`config.mk`:
```
export PLATFORM = sky130hd
export DESIGN_NAME = bin2bcd_display
export DESIGN_NICKNAME = d
export VERILOG_FILES = /design/src/rtl/bin2bcd_display_pkg.sv /design/src/rtl/bin2bcd_display_add3.sv /design/src/rtl/bin2bcd_display.sv
export SDC_FILE = /design/constraint.sdc
export NUM_CORES = 1
export LEC_CHECK = 0
export BUFFER_PORTS_ARGS = -buffer_cell sky130_fd_sc_hd__buf_2
export CAP_MARGIN = 20
export CORE_MARGIN = 1.5
export CORE_UTILIZATION = 30
export DETAILED_ROUTE_END_ITERATION = 16
export PLACE_DENSITY = 0.46
export SETUP_SLACK_MARGIN = 0.2
export SYNTH_ARGS = -nofsm -noshare
export SYNTH_HDL_FRONTEND = slang
export SYNTH_SLANG_ARGS = --single-unit
export TNS_END_PERCENT = 1
```
`constraint.sdc`:
```
create_clock -name clk -period 3.25 [get_ports clk]
set_input_delay 0.975 -clock clk [delete_from_list [all_inputs] [get_ports clk]]
set_output_delay 0.975 -clock clk [all_outputs]
set_load 0.01 [all_outputs]
```
`src/rtl/bin2bcd_display_pkg.sv`:
```
// Shared definitions for the binary-to-BCD display feeder.
// State encoding, digit width and the digit-count helper.
package bin2bcd_display_pkg;

    localparam int DIGIT_W = 4;

    typedef enum logic [1:0] {
        ST_IDLE,
        ST_CONVERT,
        ST_PUBLISH
    } state_t;

    // Smallest digit count d with 10^d > 2^w.
    function automatic int min_digits(input int w);
        logic [127:0] lim;
        logic [127:0] p;
        int d;
        lim = 128'd1 << w;
        p = 128'd1;
        d = 0;
        for (int i = 0; i < 40; i++) begin
            if (p <= lim) begin
                p = p * 128'd10;
                d = d + 1;
            end
        end
        return d;
    endfunction

endpackage

```
`src/rtl/bin2bcd_display_add3.sv`:
```
// One BCD digit correction step of the shift-add-3 conversion.
// Adds 3 to a digit of 5 or more so the next shift carries correctly.
module bcd_add3_slice
    import bin2bcd_display_pkg::*;
(
    input  logic [DIGIT_W-1:0] d,
    output logic [DIGIT_W-1:0] q
);

    // Correct the digit before it is doubled by the shift.
    always_comb begin
        q = d;
        if (d >= 4'd5) begin
            q = d + 4'd3;
        end
    end

endmodule

```
`src/rtl/bin2bcd_display.sv`:
```
// Captures a binary value and presents it as BCD or hex digits
// with a leading-zero blank mask for the seven-segment decoders.
module bin2bcd_display
    import bin2bcd_display_pkg::*;
#(
    parameter int DATA_W = 16,
    parameter int DIGITS = 6
) (
    input  logic                      clk,
    input  logic                      rst_n,
    input  logic                      load_i,
    input  logic [DATA_W-1:0]         value_i,
    input  logic                      hex_mode_i,
    output logic                      busy_o,
    output logic                      done_o,
    output logic [DIGIT_W*DIGITS-1:0] digits_o,
    output logic [DIGITS-1:0]         blank_o
);

    localparam int ACC_W = DIGIT_W * DIGITS;
    localparam int CNT_W = $clog2(DATA_W + 1);
    localparam logic [DIGITS-1:0] RST_BLANK = {{(DIGITS-1){1'b1}}, 1'b0};

    if ((DIGITS < min_digits(DATA_W)) || (ACC_W < DATA_W)) begin : g_bad_param
        $error("bin2bcd_display: DIGITS too small for DATA_W");
    end

    state_t              state;
    logic [DATA_W-1:0]   shreg;
    logic [ACC_W-1:0]    acc;
    logic [ACC_W-1:0]    adj;
    logic [CNT_W-1:0]    cnt;
    logic                hex_q;
    logic [ACC_W-1:0]    nxt_digits;
    logic [DIGITS-1:0]   nxt_blank;
    logic                zero_run;

    for (genvar g = 0; g < DIGITS; g++) begin : g_slice
        bcd_add3_slice u_slice (
            .d (acc[g*DIGIT_W +: DIGIT_W]),
            .q (adj[g*DIGIT_W +: DIGIT_W])
        );
    end

    // Select the value to publish and derive its leading-zero mask.
    always_comb begin
        nxt_digits = hex_q ? ACC_W'(shreg) : acc;
        nxt_blank = '0;
        zero_run = 1'b1;
        for (int i = DIGITS - 1; i >= 1; i--) begin
            zero_run = zero_run && (nxt_digits[i*DIGIT_W +: DIGIT_W] == '0);
            nxt_blank[i] = zero_run;
        end
    end

    // Control FSM with the conversion datapath and registered outputs.
    always_ff @(posedge clk or negedge rst_n) begin
        if (!rst_n) begin
            state    <= ST_IDLE;
            shreg    <= '0;
            acc      <= '0;
            cnt      <= '0;
            hex_q    <= 1'b0;
            busy_o   <= 1'b0;
            done_o   <= 1'b0;
            digits_o <= '0;
            blank_o  <= RST_BLANK;
        end else begin
            done_o <= 1'b0;
            unique case (state)
                ST_IDLE: begin
                    if (load_i) begin
                        shreg  <= value_i;
                        hex_q  <= hex_mode_i;
                        acc    <= '0;
                        cnt    <= CNT_W'(DATA_W);
                        busy_o <= 1'b1;
                        state  <= hex_mode_i ? ST_PUBLISH : ST_CONVERT;
                    end
                end
                ST_CONVERT: begin
                    acc   <= {adj[ACC_W-2:0], shreg[DATA_W-1]};
                    shreg <= shreg << 1;
                    cnt   <= cnt - 1'b1;
                    if (cnt == CNT_W'(1)) begin
                        state <= ST_PUBLISH;
                    end
                end
                ST_PUBLISH: begin
                    digits_o <= nxt_digits;
                    blank_o  <= nxt_blank;
                    done_o   <= 1'b1;
                    busy_o   <= 1'b0;
                    state    <= ST_IDLE;
                end
                default: begin
                    state <= ST_IDLE;
                end
            endcase
        end
    end

endmodule

```
==> impl_metrics.tcl, run 1 <==
set metrics [dict create \
    status "finished clean" \
    avgRoutedWirePerCell_um 15.2 \
    synth_nets 418 \
    fin_skew_ns 0.00546 \
    cts_sinks 79 \
    clk_latency_ns 0.34 \
    grt_pass1_vias 2738 \
    finalWirelength_um 9170 \
    setup_ws_ns 1.29 \
    arrival_ns 0.99 \
    cts_buffers 9 \
    final_util_pct 36.1 \
    port_buffers 50 \
    grt_pass1_wl_um 14600 \
    powerDensity_nw_per_um2 861 \
    end_kind "output port" \
    required_ns 2.27 \
    antenna_found_initial 0 \
    nets 462 \
    die_y_um 116 \
    r2r_cells 4 \
    path_clk_slew_ns 0.05 \
    die_area_sq_um 13400 \
    grt.total_usage_pct 14.5 \
    cts.path.max_buffers 2 \
    report.final.slew_viol_count 0 \
    rows 41 \
    design_area_sq_um 4520 \
    endpoint "blank_o[2]" \
    synth-seq-area-share_pct 51.9 \
    globalRouteOverflowTotal 0 \
    postCtsSetupBuffers 0 \
    fmax_ghz 0.509 \
    area_delta_synth_final_pct 18.2 \
    min_period_ns 1.96 \
    root_buffer "clkbuf_16" \
    layout_commonest_cell "dfrtp_1" \
    postRouteAntennaNets 0 \
    rr_startpoint "state[1]" \
    synth_edf_count 0 \
    relSlewSlack_pct 52.2 \
    routed_via_density 4.80 \
    grt_max_degree 47 \
    maxCapViolCount 0 \
    synthesis.area_sq_um 3820 \
    path_buf_inv 1 \
    place_area_sq_um 4260 \
    drive_gt1_share_pct 19.0 \
    die_w_um 116 \
    synthArstFlopShare_pct 100 \
    io_pins 52 \
    start_util_pct 30.5 \
    crit_family "flip-flops" \
    setup_tns_ns 0 \
    ys_types 34 \
    pre_cts_ws_ns 1.10 \
    vias 2902 \
    synth_cells 384 \
    drt-initial-drc-count 135 \
    finalSetupViolations 0 \
    worst_pin_slew_ns 0.716 \
    ys.flop_type "dfrtp_1" \
    drc 0 \
    dp_hpwl_um 6290 \
    path_depth 1 \
    crit_type "reg2out" \
    critPathMaxStageDelay_ns 0.53 \
    drt_pass1_iterations 4 \
    path_max_fanout 2 \
    cts_resized 0 \
    min_period_over_period_pct 60.5 \
    htree_levels 3 \
    holdBufCountCts 0 \
    synth_seq_cells 79 \
    crit_start "blank_o[2]" \
    final_cell_mix "74 x dfrtp_1, 67 x nand2_1, 49 x buf_2" \
    startpoint_type "flip-flop" \
    path_cells "buf_2" \
    final.fill_count 1299 \
    yosysWarnings 0 \
    hold_viol 0 \
    multi_input_area_sq_um 1670 \
    gp_congestion 0.768 \
    cp_slowest_cell "dfstp_2" \
    syn_avg_cell_area_sq_um 9.95 \
    antenna_cells 0 \
    core-area_sq_um 12500 \
    seqCellArea_sq_um 1980 \
    ir_worst_vdd_mv 0.285 \
    total_leakage_power_uw 0.00206 \
    r2r_end "acc[15]" \
    rsz0062_at_grt "false" \
    cts_tree "yes" \
    reg2reg_setup_slack_ns 1.34 \
    hold_class "reg2reg" \
]
-- layout make-up --
class	instances	area share (%)
repair buffers	58	7.20
clock inverters	1	0.111
multi-input cells	264	37.1
inverters	16	1.33
flip-flops and latches	79	43.9
well taps	172	4.76
clock buffers	14	5.62
-- cells by family after synthesis --
family	after synthesis	synth area share, %
xor+xnor	14	3.21
mux	22	5.92
flops	79	51.9
buf+inv	41	4.39
other cells	1	0.0981
simple gates	108	12.4
compound gates	105	17.5
fa+ha+maj	14	4.58
-- cell usage after synthesis, types with 2 or more instances --
cell type / number / area (sq um)
a32o_1: 6 / 60.1
nor4_1: 3 / 18.8
ha_1: 14 / 175
o21ai_0: 43 / 215
or4_1: 2 / 15.0
buf_1: 5 / 18.8
inv_1: 16 / 60.1
a31oi_1: 9 / 56.3
nor2_1: 14 / 52.6
o21bai_1: 2 / 15.0
xnor2_1: 8 / 70.1
a21oi_1: 10 / 50.1
nand3_1: 2 / 10.0
o32ai_1: 5 / 43.8
clkbuf_1: 13 / 48.8
nand2b_1: 14 / 87.6
buf_2: 5 / 25.0
nand2_1: 67 / 251
buf_4: 2 / 15.0
mux2i_1: 17 / 170
dfstp_2: 5 / 131
nor2b_1: 3 / 18.8
nor3_1: 2 / 10.0
a22o_1: 2 / 17.5
xor2_1: 6 / 52.6
dfrtp_1: 74 / 1850
o31ai_1: 11 / 82.6
a22oi_1: 7 / 52.6
mux2_2: 5 / 56.3
o22ai_1: 8 / 50.1
-- flip-flops by register name, indices dropped and copies added (netlist names) --
| name | cells |
|---|---|
| state | 2 |
| blank_o | 5 |
| cnt | 5 |
| acc | 24 |
| digits_o | 24 |
| hex_q | 1 |
| done_o | 1 |
| shreg | 16 |
| busy_o | 1 |
-- through the flow --
| stage | instances | power [uW] | hold slack, ns |
|---|---|---|---|
| finish | 604 | 3890 | 0.458 |
| floorplan | 384 | 2510 | 0.465 |
| global placement | 589 | 3000 | 0.451 |
| detailed placement | 589 | 3020 | 0.454 |
| CTS | 604 | 3950 | 0.463 |
| global route | 604 | 4180 | 0.485 |
-- report_power, final --
part,switching (uW),internal [uW],total [uW]
logic,867,538,1400
registers,264,1300,1560
clock network,388,534,921
-- worst min-delay path by stage --
| stage | from | depth (start not counted) | to |
|---|---|---|---|
| finish | blank_o[5] | 2 | blank_o[5] |
| global route | blank_o[5] | 2 | blank_o[5] |
| CTS | blank_o[5] | 2 | blank_o[5] |
| detailed placement | blank_o[5] | 2 | blank_o[5] |
| global placement | blank_o[5] | 2 | blank_o[5] |
| floorplan | blank_o[5] | 2 | blank_o[5] |
-- metal layers --
| metal | GRT usage (%) | part of all wire, % | up-vias |
|---|---|---|---|
| met5 | 0 | 0 | - |
| met4 | 7.80 | 2.4 | 0 |
| met3 | 1.99 | 3.3 | 13 |
| met2 | 23.2 | 46 | 50 |
| met1 | 19.0 | 48 | 1409 |
| li1 | - | - | 1430 |
No activity file was read; power rests on OpenSTA's default activity.
==> inputs of run 2 (changes only) <==
Settings changed: PLACE_DENSITY 0.46 to 0.48.
Clock period 3.25 ns to 1.6 ns, I/O delays scaled along.
==> impl_metrics.tcl, run 2 (same netlist as run 1, synthesis figures left out) <==
set metrics [dict create \
    path_max_fanout 5 \
    min_period_ns 1.56 \
    r2r_end "blank_o[1]" \
    fin_skew_ns 0.00371 \
    r2r_cells 4 \
    cts_tree "yes" \
    die_area_sq_um 13400 \
    crit_type "reg2reg" \
    gp_congestion 0.844 \
    postRouteAntennaNets 0 \
    antenna_cells 0 \
    drive_gt1_share_pct 34.6 \
    seqCellArea_sq_um 1990 \
    final_cell_mix "68 x dfrtp_1, 67 x nand2_1, 44 x buf_2" \
    hold_class "in2reg" \
    final_util_pct 41.1 \
    fmax_ghz 0.640 \
    design_area_sq_um 5140 \
    ir_worst_vdd_mv 0.661 \
    p_total_uw 8650 \
    routed_via_density 4.80 \
    grt_pass1_wl_um 15500 \
    place_area_sq_um 4540 \
    globalRouteOverflowTotal 0 \
    grt_max_degree 43 \
    port_buffers 50 \
    die_y_um 116 \
    reg2reg_setup_slack_ns 0.04 \
    core-area_sq_um 12500 \
    finalNonFillerCells 634 \
    cts_sinks 79 \
    rsz0062_at_grt "true" \
    arrival_ns 1.80 \
    multi_input_area_sq_um 1950 \
    drt-initial-drc-count 184 \
    finalSetupViolations 0 \
    maxCapViolCount 0 \
    required_ns 1.84 \
    grt_pass1_vias 3031 \
    start_util_pct 30.5 \
    hold_viol 0 \
    cts_buffers 9 \
    clk_latency_ns 0.34 \
    powerDensity_nw_per_um2 1680 \
    report.final.slew_viol_count 0 \
    startpoint_type "flip-flop" \
    min_period_over_period_pct 97.6 \
    antenna_found_initial 0 \
    path_clk_slew_ns 0.06 \
    final.fill_count 1255 \
    root_buffer "clkbuf_16" \
    rr_startpoint "acc[4]" \
    finalWirelength_um 9580 \
    htree_levels 3 \
    grt.total_usage_pct 14.9 \
    rows 41 \
    io_pins 52 \
    endpoint "blank_o[1]" \
    area_delta_synth_final_pct 34.4 \
    drt_pass1_iterations 4 \
    cts.path.max_buffers 2 \
    dp_hpwl_um 6630 \
    dpl.cell_count 617 \
    drc 0 \
    vias 3046 \
    avgRoutedWirePerCell_um 15.1 \
    status "finished clean" \
    largestRegisters "acc: 24 flops, digits_o: 24 flops, shreg: 16 flops" \
    setup_tns_ns 0 \
    end_kind "flip-flop" \
    crit_start "acc[4]" \
    total_leakage_power_uw 0.00232 \
    postCtsSetupBuffers 0 \
    layout_commonest_cell "dfrtp_1" \
    die_w_um 116 \
    nets 491 \
]
[run 2: cell types whose count changed in the layout (fill, tap and decap cells not counted), sizes merged]
cell / before / now
dlygate4sd3: 0 / 1
clkbuf: 14 / 15
buf: 58 / 86
[run 2: report_power, final]
part           switching, uW  total [uW]  internal (uW)
Clock                    774        1910           1140
Sequential               471        3110           2640
Combinational           2020        3630           1610
Total                   3270        8650           5390
[run 2: worst min path at each step]
stage               startpoint      endpoint  slack [ns]  depth (start not counted)
floorplan                rst_n        acc[0]        0.18                          0
global placement         rst_n  digits_o[18]        0.31                          1
detailed placement       rst_n  digits_o[18]        0.31                          1
CTS                 hex_mode_i      state[0]        0.36                          2
global route        value_i[0]      shreg[0]        0.37                          2
finish              value_i[0]      shreg[0]        0.38                          2
[run 2: critical path: stages (launching register included)]
cell	delay, ns
dfrtp_2	0.44
or4_1	0.50
nor2_1	0.10
a21oi_1	0.08
o41ai_2	0.35
[run 2: layer usage]
layer  global-route usage (%)  wire length (um)
met3                     4.29               440
met5                        0                 0
met1                     20.9              4680
met4                     3.90               104
met2                     22.7              4360
[run 2: final cells by class]
| type | count | area share, % |
|---|---|---|
| Sequential cell | 79 | 38.7 |
| Tap cell | 172 | 4.19 |
| Timing Repair Buffer | 87 | 12.5 |
| Multi-Input combinational cell | 264 | 37.9 |
| Inverter | 16 | 1.36 |
| Clock inverter | 1 | 0.0974 |
| Clock buffer | 15 | 5.21 |
[run 2: per-stage QoR]
step	hold slack [ns]	worst slack, ns
after detailed placement	0.311	0.0459
after global routing	0.368	-0.0473
final	0.375	0.0387
after floorplan	0.184	0.156
after global placement	0.308	0.0686
after CTS	0.363	0.0328
[run 2: what timing repair did]
item | in CTS | in global routing
pin swaps | 0 | 14
gates resized for setup | 0 | 72
endpoints found under the setup margin | 22 | 37
hold buffers | 1 | 0
hold endpoints to repair | 3 | 0
==> inputs of run 3 (changes only) <==
Settings changed: PLACE_DENSITY 0.48 to 0.46.
Clock period 1.6 ns to 1.9 ns, I/O delays scaled along.
==> impl_metrics.tcl, run 3 (same netlist as run 1, synthesis figures left out) <==
set metrics [dict create \
    status "finished clean" \
    hold_viol 0 \
    clk_latency_ns 0.34 \
    min_period_ns 1.64 \
    p_switching_uw 2660 \
    rsz0062_at_grt "true" \
    clkPwrFrac_pct 25.7 \
    fin_skew_ns 0.00662 \
    startpoint_type "flip-flop" \
    start_util_pct 30.5 \
    ir_worst_vdd_mv 0.503 \
    finalWirelength_um 9470 \
    cts_buffers 9 \
    routed_via_density 4.74 \
    maxCapViolCount 0 \
    cts.path.max_buffers 2 \
    layout_commonest_cell "dfrtp_1" \
    arrival_ns 1.89 \
    postRouteAntennaNets 0 \
    io_pins 52 \
    drive_gt1_share_pct 24.0 \
    hold_class "in2async" \
    area_delta_synth_final_pct 23.8 \
    fmax_ghz 0.612 \
    path_clk_slew_ns 0.06 \
    cts_tree "yes" \
    antenna_found_initial 0 \
    core-area_sq_um 12500 \
    die_area_sq_um 13400 \
    gp_congestion 0.778 \
    path_max_fanout 4 \
    combinationalPowerShare_pct 37.2 \
    timing.hold.ws_ns 0.167 \
    cts_sinks 79 \
    worst_pin_slew_ns 0.502 \
    grt_pass1_wl_um 15800 \
    end_kind "flip-flop" \
    dp_hpwl_um 6690 \
    total_leakage_power_uw 0.00217 \
    nets 476 \
    grt.total_usage_pct 15.4 \
    largestRegisters "acc: 24 flops, digits_o: 24 flops, shreg: 16 flops" \
    report.final.slew_viol_count 0 \
    switching_share_pct 37.2 \
    vias 2928 \
    root_buffer "clkbuf_16" \
    htree_levels 3 \
    dpl.cell_count 601 \
    avgRoutedWirePerCell_um 15.3 \
    drc 0 \
    antenna_cells 0 \
    relSlewSlack_pct 66.5 \
    final_cell_mix "74 x dfrtp_1, 67 x nand2_1, 49 x buf_2" \
    grt_pass1_vias 3010 \
    powerDensity_nw_per_um2 1510 \
    finalNonFillerCells 618 \
    setup_tns_ns 0 \
    crit_type "reg2reg" \
    port_buffers 50 \
    drt-initial-drc-count 97 \
    die_y_um 116 \
    p_int_uw 4480 \
    finalSetupViolations 0 \
    die_w_um 116 \
    drt_pass1_iterations 4 \
    pwr-share-seq_pct 37.1 \
    grt_max_degree 55 \
    min_period_over_period_pct 86.1 \
    required_ns 2.15 \
    globalRouteOverflowTotal 0 \
    rows 41 \
]
==> run 3: power by group through the flow <==
| stage | Combinational [uW] | Sequential, uW | Clock, uW |
|---|---|---|---|
| floorplan | 1650 | 2640 | 0 |
| global placement | 2630 | 2670 | 0 |
| detailed placement | 2660 | 2690 | 0 |
| CTS | 2670 | 2660 | 1880 |
| global route | 3010 | 2720 | 1970 |
| finish | 2650 | 2650 | 1840 |
==> run 3: per-layer routing <==
metal	GRT usage, %	share of wire [%]
met1	20.7	48
met2	24.5	47
met3	3.24	2.9
met4	5.93	2.0
met5	0	0
==> run 3: area by class of cell <==
cell class | count | area (sq um)
Clock buffer | 11 | 243
Inverter | 16 | 60.1
Tap cell | 172 | 215
Sequential cell | 79 | 1980
Clock inverter | 4 | 70.1
Multi-Input combinational cell | 264 | 1710
Fill cell | 1291 | 7780
Timing Repair Buffer | 72 | 455
==> run 3: metrics by stage <==
| step | instance area (sq um) | power, uW | util, % | setup slack (ns) |
|---|---|---|---|---|
| CTS | 4690 | 7210 | 37.5 | 0.125 |
| global route | 4730 | 7700 | 37.8 | 0.169 |
| floorplan | 3820 | 4290 | - | 0.359 |
| global placement | 4370 | 5300 | 34.9 | 0.208 |
| finish | 4730 | 7140 | 37.8 | 0.265 |
| detailed placement | 4370 | 5350 | 34.9 | 0.132 |
==> run 3: repair_timing <==
action                     CTS  global route
gates resized for setup      1             9
setup buffers                0             2
pin swaps                    0             1
setup endpoints to repair    2             8
hold buffers                 0             0
==> run 3: worst paths after layout <==
| kind | start | to | slack [ns] | cells after the start |
|---|---|---|---|---|
| setup reg to reg | acc[16] | acc[18] | 0.26 | 6 |
| hold reg to reg | digits_o[22] | digits_o[22] | 0.47 | 2 |
| setup / recovery | acc[16] | acc[18] | 0.26 | 6 |
| min in group clk | hex_mode_i | state[0] | 0.45 | 2 |
| hold / removal | rst_n | digits_o[23] | 0.17 | 1 |
| max in group asynchronous | rst_n | digits_o[5] | 1.17 | 2 |
==> run 3: worst max-delay path, stage by stage, from the launching register on <==
cell and delay (ns):
dfrtp_1 0.42, inv_2 0.12, ha_2 0.20, nand2b_1 0.10
a21oi_4 0.21, mux2_2 0.35, o21ai_0 0.15
